File: src/rtl/fp_alu_issuer.sv
// Command-side initiator for the single-precision FP ALU: queues requests,
// issues them one at a time, and returns tagged responses with a watchdog.
module fp_alu_issuer #(
  parameter int unsigned DEPTH   = 4,
  parameter int unsigned TIMEOUT = 63
) (
  input  logic        clk,
  input  logic        rst,
  input  logic        cmd_valid,
  output logic        cmd_ready,
  input  logic [31:0] cmd_a,
  input  logic [31:0] cmd_b,
  input  logic [1:0]  cmd_op,
  input  logic [3:0]  cmd_tag,
  output logic [31:0] alu_a,
  output logic [31:0] alu_b,
  output logic [1:0]  alu_op,
  output logic        alu_start,
  input  logic [31:0] alu_result,
  input  logic        alu_done,
  input  logic        alu_overflow,
  input  logic        alu_underflow,
  input  logic        alu_invalid,
  output logic        rsp_valid,
  input  logic        rsp_ready,
  output logic [31:0] rsp_result,
  output logic [3:0]  rsp_flags,
  output logic [3:0]  rsp_tag,
  output logic        busy
);

  localparam int unsigned AW = $clog2(DEPTH);
  localparam int unsigned PW = AW + 1;
  localparam int unsigned WW = $clog2(TIMEOUT + 1);
  localparam logic [31:0] QNAN = 32'h7FC0_0000;

  typedef struct packed {
    logic [3:0]  tag;
    logic [1:0]  op;
    logic [31:0] b;
    logic [31:0] a;
  } cmd_t;

  typedef enum logic [1:0] {S_IDLE, S_WAIT, S_RESP} state_t;

  cmd_t          mem_q [DEPTH];
  cmd_t          head;
  logic          push;
  logic          empty;
  logic          full_d;

  state_t        state_q, state_d;
  logic [PW-1:0] wr_ptr_q, wr_ptr_d;
  logic [PW-1:0] rd_ptr_q, rd_ptr_d;
  logic [WW-1:0] wd_q, wd_d;
  logic [3:0]    tag_q, tag_d;
  logic          cmd_ready_q, cmd_ready_d;
  logic [31:0]   alu_a_q, alu_a_d;
  logic [31:0]   alu_b_q, alu_b_d;
  logic [1:0]    alu_op_q, alu_op_d;
  logic          alu_start_q, alu_start_d;
  logic          rsp_valid_q, rsp_valid_d;
  logic [31:0]   rsp_result_q, rsp_result_d;
  logic [3:0]    rsp_flags_q, rsp_flags_d;
  logic [3:0]    rsp_tag_q, rsp_tag_d;
  logic          busy_q, busy_d;

  assign push  = cmd_valid && cmd_ready_q;
  assign empty = (rd_ptr_q == wr_ptr_q);
  assign head  = mem_q[rd_ptr_q[AW-1:0]];

  // Storage is not reset; only the pointers define which entries are live.
  always_ff @(posedge clk) begin
    if (push) begin
      mem_q[wr_ptr_q[AW-1:0]] <= cmd_t'({cmd_tag, cmd_op, cmd_b, cmd_a});
    end
  end

  always_comb begin
    state_d      = state_q;
    wr_ptr_d     = wr_ptr_q;
    rd_ptr_d     = rd_ptr_q;
    wd_d         = wd_q;
    tag_d        = tag_q;
    alu_a_d      = alu_a_q;
    alu_b_d      = alu_b_q;
    alu_op_d     = alu_op_q;
    alu_start_d  = alu_start_q;
    rsp_valid_d  = rsp_valid_q;
    rsp_result_d = rsp_result_q;
    rsp_flags_d  = rsp_flags_q;
    rsp_tag_d    = rsp_tag_q;

    if (push) begin
      wr_ptr_d = wr_ptr_q + PW'(1);
    end

    case (state_q)
      S_IDLE: begin
        if (!empty) begin
          rd_ptr_d    = rd_ptr_q + PW'(1);
          alu_a_d     = head.a;
          alu_b_d     = head.b;
          alu_op_d    = head.op;
          tag_d       = head.tag;
          alu_start_d = 1'b1;
          wd_d        = '0;
          state_d     = S_WAIT;
        end
      end
      S_WAIT: begin
        alu_start_d = 1'b0;
        // A done arriving in the final watchdog cycle still reports the real result.
        if (alu_done) begin
          rsp_result_d = alu_result;
          rsp_flags_d  = {1'b0, alu_invalid, alu_underflow, alu_overflow};
          rsp_tag_d    = tag_q;
          rsp_valid_d  = 1'b1;
          state_d      = S_RESP;
        end else if (wd_q == WW'(TIMEOUT)) begin
          rsp_result_d = QNAN;
          rsp_flags_d  = 4'b1000;
          rsp_tag_d    = tag_q;
          rsp_valid_d  = 1'b1;
          state_d      = S_RESP;
        end else begin
          wd_d = wd_q + WW'(1);
        end
      end
      S_RESP: begin
        if (rsp_ready) begin
          rsp_valid_d = 1'b0;
          state_d     = S_IDLE;
        end
      end
      default: state_d = S_IDLE;
    endcase

    full_d      = (wr_ptr_d[AW] != rd_ptr_d[AW]) &&
                  (wr_ptr_d[AW-1:0] == rd_ptr_d[AW-1:0]);
    cmd_ready_d = !full_d;
    busy_d      = (wr_ptr_d != rd_ptr_d) || (state_d != S_IDLE);
  end

  always_ff @(posedge clk or posedge rst) begin
    if (rst) begin
      state_q      <= S_IDLE;
      wr_ptr_q     <= '0;
      rd_ptr_q     <= '0;
      wd_q         <= '0;
      tag_q        <= '0;
      cmd_ready_q  <= 1'b1;
      alu_a_q      <= '0;
      alu_b_q      <= '0;
      alu_op_q     <= '0;
      alu_start_q  <= 1'b0;
      rsp_valid_q  <= 1'b0;
      rsp_result_q <= '0;
      rsp_flags_q  <= '0;
      rsp_tag_q    <= '0;
      busy_q       <= 1'b0;
    end else begin
      state_q      <= state_d;
      wr_ptr_q     <= wr_ptr_d;
      rd_ptr_q     <= rd_ptr_d;
      wd_q         <= wd_d;
      tag_q        <= tag_d;
      cmd_ready_q  <= cmd_ready_d;
      alu_a_q      <= alu_a_d;
      alu_b_q      <= alu_b_d;
      alu_op_q     <= alu_op_d;
      alu_start_q  <= alu_start_d;
      rsp_valid_q  <= rsp_valid_d;
      rsp_result_q <= rsp_result_d;
      rsp_flags_q  <= rsp_flags_d;
      rsp_tag_q    <= rsp_tag_d;
      busy_q       <= busy_d;
    end
  end

  assign cmd_ready  = cmd_ready_q;
  assign alu_a      = alu_a_q;
  assign alu_b      = alu_b_q;
  assign alu_op     = alu_op_q;
  assign alu_start  = alu_start_q;
  assign rsp_valid  = rsp_valid_q;
  assign rsp_result = rsp_result_q;
  assign rsp_flags  = rsp_flags_q;
  assign rsp_tag    = rsp_tag_q;
  assign busy       = busy_q;

endmodule

File: config.mk
export PLATFORM = sky130hd
export DESIGN_NAME = fp_alu_issuer
export DESIGN_NICKNAME = d
export VERILOG_FILES = /design/src/rtl/fp_alu_issuer.sv
export SDC_FILE = /design/constraint.sdc
export NUM_CORES = 1
export LEC_CHECK = 0
export BUFFER_PORTS_ARGS = -buffer_cell sky130_fd_sc_hd__clkbuf_2
export CAP_MARGIN = 20
export CORE_MARGIN = 8
export CORE_UTILIZATION = 40
export DETAILED_ROUTE_END_ITERATION = 6
export PLACE_DENSITY_LB_ADDON = 0.3
export SYNTH_ARGS = -nofsm -noshare
export SYNTH_HDL_FRONTEND = slang
export SYNTH_SLANG_ARGS = --single-unit
File: constraint.sdc
create_clock -name clk -period 4.3 [get_ports clk]
set_input_delay 0.43 -clock clk [delete_from_list [all_inputs] [get_ports clk]]
set_output_delay 0.43 -clock clk [all_outputs]
set_load 0.02 [all_outputs]
==> impl_metrics.ini, run 1 <==
[run_status]
run_status = completed

[power]
power_frac_seq = 0.424
swShare = 0.3184
pwr-share-comb = 0.319
power_frac_clock = 0.257
ir_worst_vdd_mv = 0.4301
power_switching_w = 0.004516
power.density_nw_per_um2 = 772.9
internal_power_w = 0.009670
leakagePower_nw = 6.931

[clock_tree]
htreeDepth = 2
cts_buffers = 44
cts_buffer_depth = 3
cts-resized-gates = 0
tritoncts = done
clk_pin_slew_ns = 0.06
cts-root-buf = clkbuf_16
cts_num_sinks = 408
clock_latency_ns = 0.56

[global_route]
grt_max_degree = 70
grt_pass1_wl_mm = 48.35
grt.overflow.total = 0
grt_pass1_vias = 8109
antenna_found_initial = 0
gr-usage-all-layers = 0.1413

[worst_setup_path]
start_kind = register
setup.worst_path.start = rd_ptr_q[0]$_DFF_PP0_
crit_type = register to register
required_ns = 4.73
worstReg2RegStart = rd_ptr_q[0]$_DFF_PP0_
rrSetupSlack_ns = 1.50
reg2regPathDepth = 6
crit_fanout = 36
end_kind = register
r2r-end = busy$_DFF_PP0_
cp_data_arrival_time_ns = 3.22

[timing]
worst_pin_slew_ns = 1.006
clock_skew_ns = 0.01860
final.min_clock_period_ns = 2.796
final-hold-violation-count = 0
tns_ns = 0
slew_headroom = 0.3293
rsz0062_at_grt = false
fmax_ghz = 0.3576
period_share = 0.6503
setup_viol = 0
maxSlewViolCount = 0

[floorplan]
initial_core_util = 0.4052
dieHeight_um = 211.1
io_pins = 220
core_um2 = 37580
fp-row-count = 71
die_w_um = 211.1
die-area_um2 = 44570

[placed_design]
io_buffer_count = 219
gp_congestion = 0.7407
place_hpwl_mm = 19.17

[detailed_routing]
post-route-drc-count = 0
wl_per_cell_um = 20.67
wirelength_mm = 31.33
first_pass_iters = 4
drtIter0Drc = 485
viasPerCell = 4.968
drtAntennaViolNets = 0
vias = 7532

[synth]
netlist_top_cells_area = edfxtp_1 55%, dfrtp_1 21%, mux4_2 10%, mux2_2 5.7%, a22o_1 1.7%
synth-xor-area-share = 0.01011
syn-cell-area_um2 = 15230
synth_fa_ha_area_frac = 0.004930
synth_cells = 726
yosys.area_share.simple = 0.01085
synth_seq_cells = 408
yosysSeqAreaShare = 0.7626
synth_top_family_by_area = multiplexers
netlist.area_leader.share = 0.5522
synthMuxAreaShare = 0.1615
synth-compound-area-share = 0.03426
synth_fp_nets = 842
synth.avg_cell_area_um2 = 20.97
synthDistinctLibCells = 41
yosysWarnings = 0
synth_area_leader_cell = edfxtp_1

[worst_hold_path]
whs_endpoint = mem_q[1][22]$_DFFE_PP_
hold_path_class = input pin to register
hp-start = cmd_a[22]
whs_path_depth = 1

[finish]
drive_gt1_frac = 0.4547
utilization = 0.4884
antenna_cells = 0
syn_to_final_growth_pct = 20.53
num-fill-cells = 3090
final_nets = 1086

[run]
max_cap_viol_count = 0
layout by cell type (no fill, tap or decap), types with 5 or more instances in the layout:
cell / count
xnor2_1: 9
clkinv_2: 5
a31oi_1: 9
clkbuf_2: 219
clkbuf_16: 45
mux4_2: 70
nor2_1: 7
inv_1: 15
a22o_1: 30
ha_1: 6
clkbuf_1: 17
a21oi_1: 12
edfxtp_1: 280
dfrtp_1: 125
buf_4: 14
mux2_2: 77
nand2_1: 7
area by class of cell:
cell class | count | area (µm²) | area share
flip-flops and latches | 408 | 11620 | 0.6331
clock buffers | 66 | 1245 | 0.06783
inverters | 16 | 65.06 | 0.003545
well taps | 511 | 639.4 | 0.03484
repair buffers | 235 | 1231 | 0.06708
clock inverters | 15 | 158.9 | 0.008658
multi-input cells | 265 | 3395 | 0.1849
timing repair:
item / 4_1_cts / 5_1_grt
buffers inserted: 0 / 0
hold buffers: 1 / 0
hold endpoints to repair: 2 / 0
setup endpoints to repair: 0 / 0
per-stage QoR:
step	cells	power [W]	cell area, µm²	worst slack [ns]	hold WS (ns)
6_report	1516	0.01419	18350	1.504	0.08971
5_1_grt	1516	0.01498	18350	1.251	0.07141
4_1_cts	1516	0.01447	18350	1.371	0.04714
3_5_place_dp	1434	0.01077	16940	1.395	0.4893
3_3_place_gp	1434	0.01068	16940	1.442	0.4879
2_1_floorplan	726	0.009280	15230	0.4590	0.4766
registers in the layout, indices dropped and copies added, names as in the netlist, 2 cells and up:
signal and count:
mem_q 280, alu_a 32, alu_b 32, rsp_result 32, wd_q 6, rsp_flags 4, rsp_tag 4, tag_q 4
rd_ptr_q 3, wr_ptr_q 3, alu_op 2, state_q 2
cells in the mapped netlist, drive strengths merged:
master / instances
edfxtp: 280
dfrtp: 127
mux2: 78
mux4: 70
a22o: 30
buf: 22
inv: 16
clkbuf: 15
a21oi: 12
a31oi: 10
xnor2: 9
nand2: 7
nor2: 7
ha: 6
and3: 5
xor2: 5
o21ai: 4
nand3: 3
nor2b: 3
or3: 2
a2111oi: 1
a211oi: 1
a311oi: 1
a31o: 1
a41oi: 1
and2: 1
dfstp: 1
nor3b: 1
nor4b: 1
o21a: 1
o22ai: 1
o32ai: 1
o41ai: 1
or2: 1
xor3: 1
per-layer routing:
metal,track usage,wire length [µm],up-vias
met2,0.2277,14780,238
met5,0,0,-
met3,0.03783,2196,46
li1,-,-,3401
met1,0.1858,13780,3847
met4,0.04368,578,0
cell families after synthesis:
logic type	Yosys count
AOI/OAI and AO/OA	65
xor gates and xnor gates	15
adders and majority gates	6
buffers and inverters	53
DFF	408
muxes	148
and+or+nand+nor	31
worst max path at each step:
stage,cells past startpoint,endpoint
global placement,6,busy$_DFF_PP0_
global route,6,busy$_DFF_PP0_
CTS,6,busy$_DFF_PP0_
detailed placement,6,busy$_DFF_PP0_
finish,6,busy$_DFF_PP0_
floorplan,1,alu_a[0]$_DFFE_PP0P_
critical path, cell delays in order, from the launching register on:
cell and delay, ns:
dfrtp_4 0.87, xnor2_1 0.26, a31oi_4 0.61, buf_12 0.34, xnor2_1 0.15, inv_1 0.06
or3_1 0.36
power by group through the flow:
stage               combinational, W  clock, W  sequential, W
floorplan                    0.00281         0        0.00647
finish                       0.00453   0.00364        0.00601
global placement             0.00460         0        0.00608
global route                 0.00492   0.00391        0.00615
CTS                          0.00467   0.00376        0.00604
detailed placement           0.00466         0        0.00611
Note: power is estimated with default switching activity, not from simulation.
==> run 2: changes to the inputs <==
==> constraint.sdc (replaced) <==
create_clock -name clk -period 2.65 [get_ports clk]
set_input_delay 0.265 -clock clk [delete_from_list [all_inputs] [get_ports clk]]
set_output_delay 0.265 -clock clk [all_outputs]
set_load 0.02 [all_outputs]
==> run 2 against run 1 <==
Setup slack worse by 0.99 ns. Sequential share of layout area is 4.0 points lower. Worst hold slack better by 0.022 ns. Register-to-register slack worse by 0.99 ns. Count of clock-buffer cells in the layout is 1 lower. Clock power is 65% higher. Largest cell class unchanged.
==> impl_metrics.ini, run 2 (synthesis results as in run 1) <==
[run_status]
run_status = completed

[detailed_routing]
wl_per_cell_um = 20.32
drtIter0Drc = 464
post-route-drc-count = 0
wirelength_mm = 33.06
vias = 7998
first_pass_iters = 4
drtAntennaViolNets = 0
viasPerCell = 4.916

[clock_tree]
cts_num_sinks = 408
clk_pin_slew_ns = 0.06
tritoncts = done
clock_latency_ns = 0.54
cts-resized-gates = 0
htreeDepth = 2
cts-root-buf = clkbuf_16
cts_buffer_depth = 3
cts_hold_buf = 107
cts_setup_buffers = 0
cts_buffers = 43

[global_route]
grt_pass1_vias = 8912
grt_pass1_wl_mm = 51.56
antenna_found_initial = 2
gr-usage-all-layers = 0.1493
grt.overflow.total = 0
grt_max_degree = 129

[worst_setup_path]
crit_family = compound AO/OA/AOI/OAI gates
max_stage_delay_ns = 0.41
reg2regPathDepth = 6
crit_cells = 6
crit_chain = ha_1 -> and3_1 -> a31o_4 -> a2111oi_4 -> nand3_1 -> mux2_4
cp.buffers_inverters = 0
cp_data_arrival_time_ns = 2.56
required_ns = 3.07
end_kind = register
crit_type = register to register
start_kind = register
crit_fanout = 17
slowest_stage = dfrtp_1

[timing]
slew_headroom = 0.4637
worst_pin_slew_ns = 0.8045
fmax_ghz = 0.4681
rsz0062_at_grt = false
tns_ns = 0
maxSlewViolCount = 0
final.min_clock_period_ns = 2.136
setup_viol = 0
clock_skew_ns = 0.006660
final-hold-violation-count = 0
period_share = 0.8061

[placed_design]
place_hpwl_mm = 18.61
gp_congestion = 0.7665
io_buffer_count = 219
placed_cells = 1441

[floorplan]
die_w_um = 211.1
core_um2 = 37580
dieHeight_um = 211.1
io_pins = 220
initial_core_util = 0.4052
die-area_um2 = 44570
fp-row-count = 71

[finish]
largest_register_ffs = 280
fin_cells = 1627
final_common_cell = edfxtp_1
drive_gt1_frac = 0.4179
final_cell_mix = 280 x edfxtp_1, 219 x clkbuf_2, 125 x dfrtp_1
syn_to_final_growth_pct = 28.69
final_nets = 1198

[power]
leakagePower_nw = 7.447
power.density_nw_per_um2 = 1201
ir_worst_vdd_mv = 0.7761

[worst_hold_path]
whs_path_depth = 2
hold_path_class = input pin to register

[run]
max_cap_viol_count = 0
[run 2: path summary, 6_finish.rpt]
kind                                        from                    endpoint  slack (ns)
min reg2reg                alu_start$_DFFE_PP0P_       alu_start$_DFFE_PP0P_        0.50
min                                     alu_done  rsp_result[24]$_DFFE_PP0P_        0.11
min in group asynchronous                    rst        alu_b[3]$_DFFE_PP0P_        0.48
max reg2reg                  wd_q[0]$_DFFE_PP0P_         wd_q[5]$_DFFE_PP0P_        0.51
max                          wd_q[0]$_DFFE_PP0P_         wd_q[5]$_DFFE_PP0P_        0.51
max in group asynchronous                    rst       rd_ptr_q[1]$_DFF_PP0_        1.51
[run 2: layout make-up]
class	instances	area [µm²]
diodes	1	2.502
inverters	16	63.81
multi-input cells	265	3395
clock inverters	13	170.2
clock buffers	65	1261
flip-flops and latches	408	11620
repair buffers	348	2445
fillers	3010	17980
well taps	511	639.4
[run 2: metrics by stage]
stage | setup slack (ns) | util | power (W) | instance area (µm²) | hold slack [ns]
finish | 0.5138 | 0.5215 | 0.02353 | 19600 | 0.1122
global route | 0.4160 | 0.5214 | 0.02482 | 19590 | 0.1240
CTS | 0.5156 | 0.5214 | 0.02393 | 19590 | 0.07355
detailed placement | 0.5252 | 0.4548 | 0.01769 | 17090 | 0.4845
global placement | 0.5212 | 0.4548 | 0.01754 | 17090 | 0.4836
floorplan | 0.3012 | - | 0.01503 | 15240 | 0.3639
[run 2: report_power, final]
part	leakage [nW]	total, W	switching, W	internal (W)
Clock	0.700	0.00602	0.00234	0.00367
Sequential	4.08	0.00954	0.000801	0.00874
Combinational	2.66	0.00797	0.00430	0.00367
[run 2: layer usage]
layer  part of all wire  track usage  up-vias
met5            0.00039            0        -
li1                   -            -     3611
met1               0.44       0.1970     4132
met3              0.061      0.03902       40
met2               0.48       0.2420      213
met4              0.016      0.04247        2
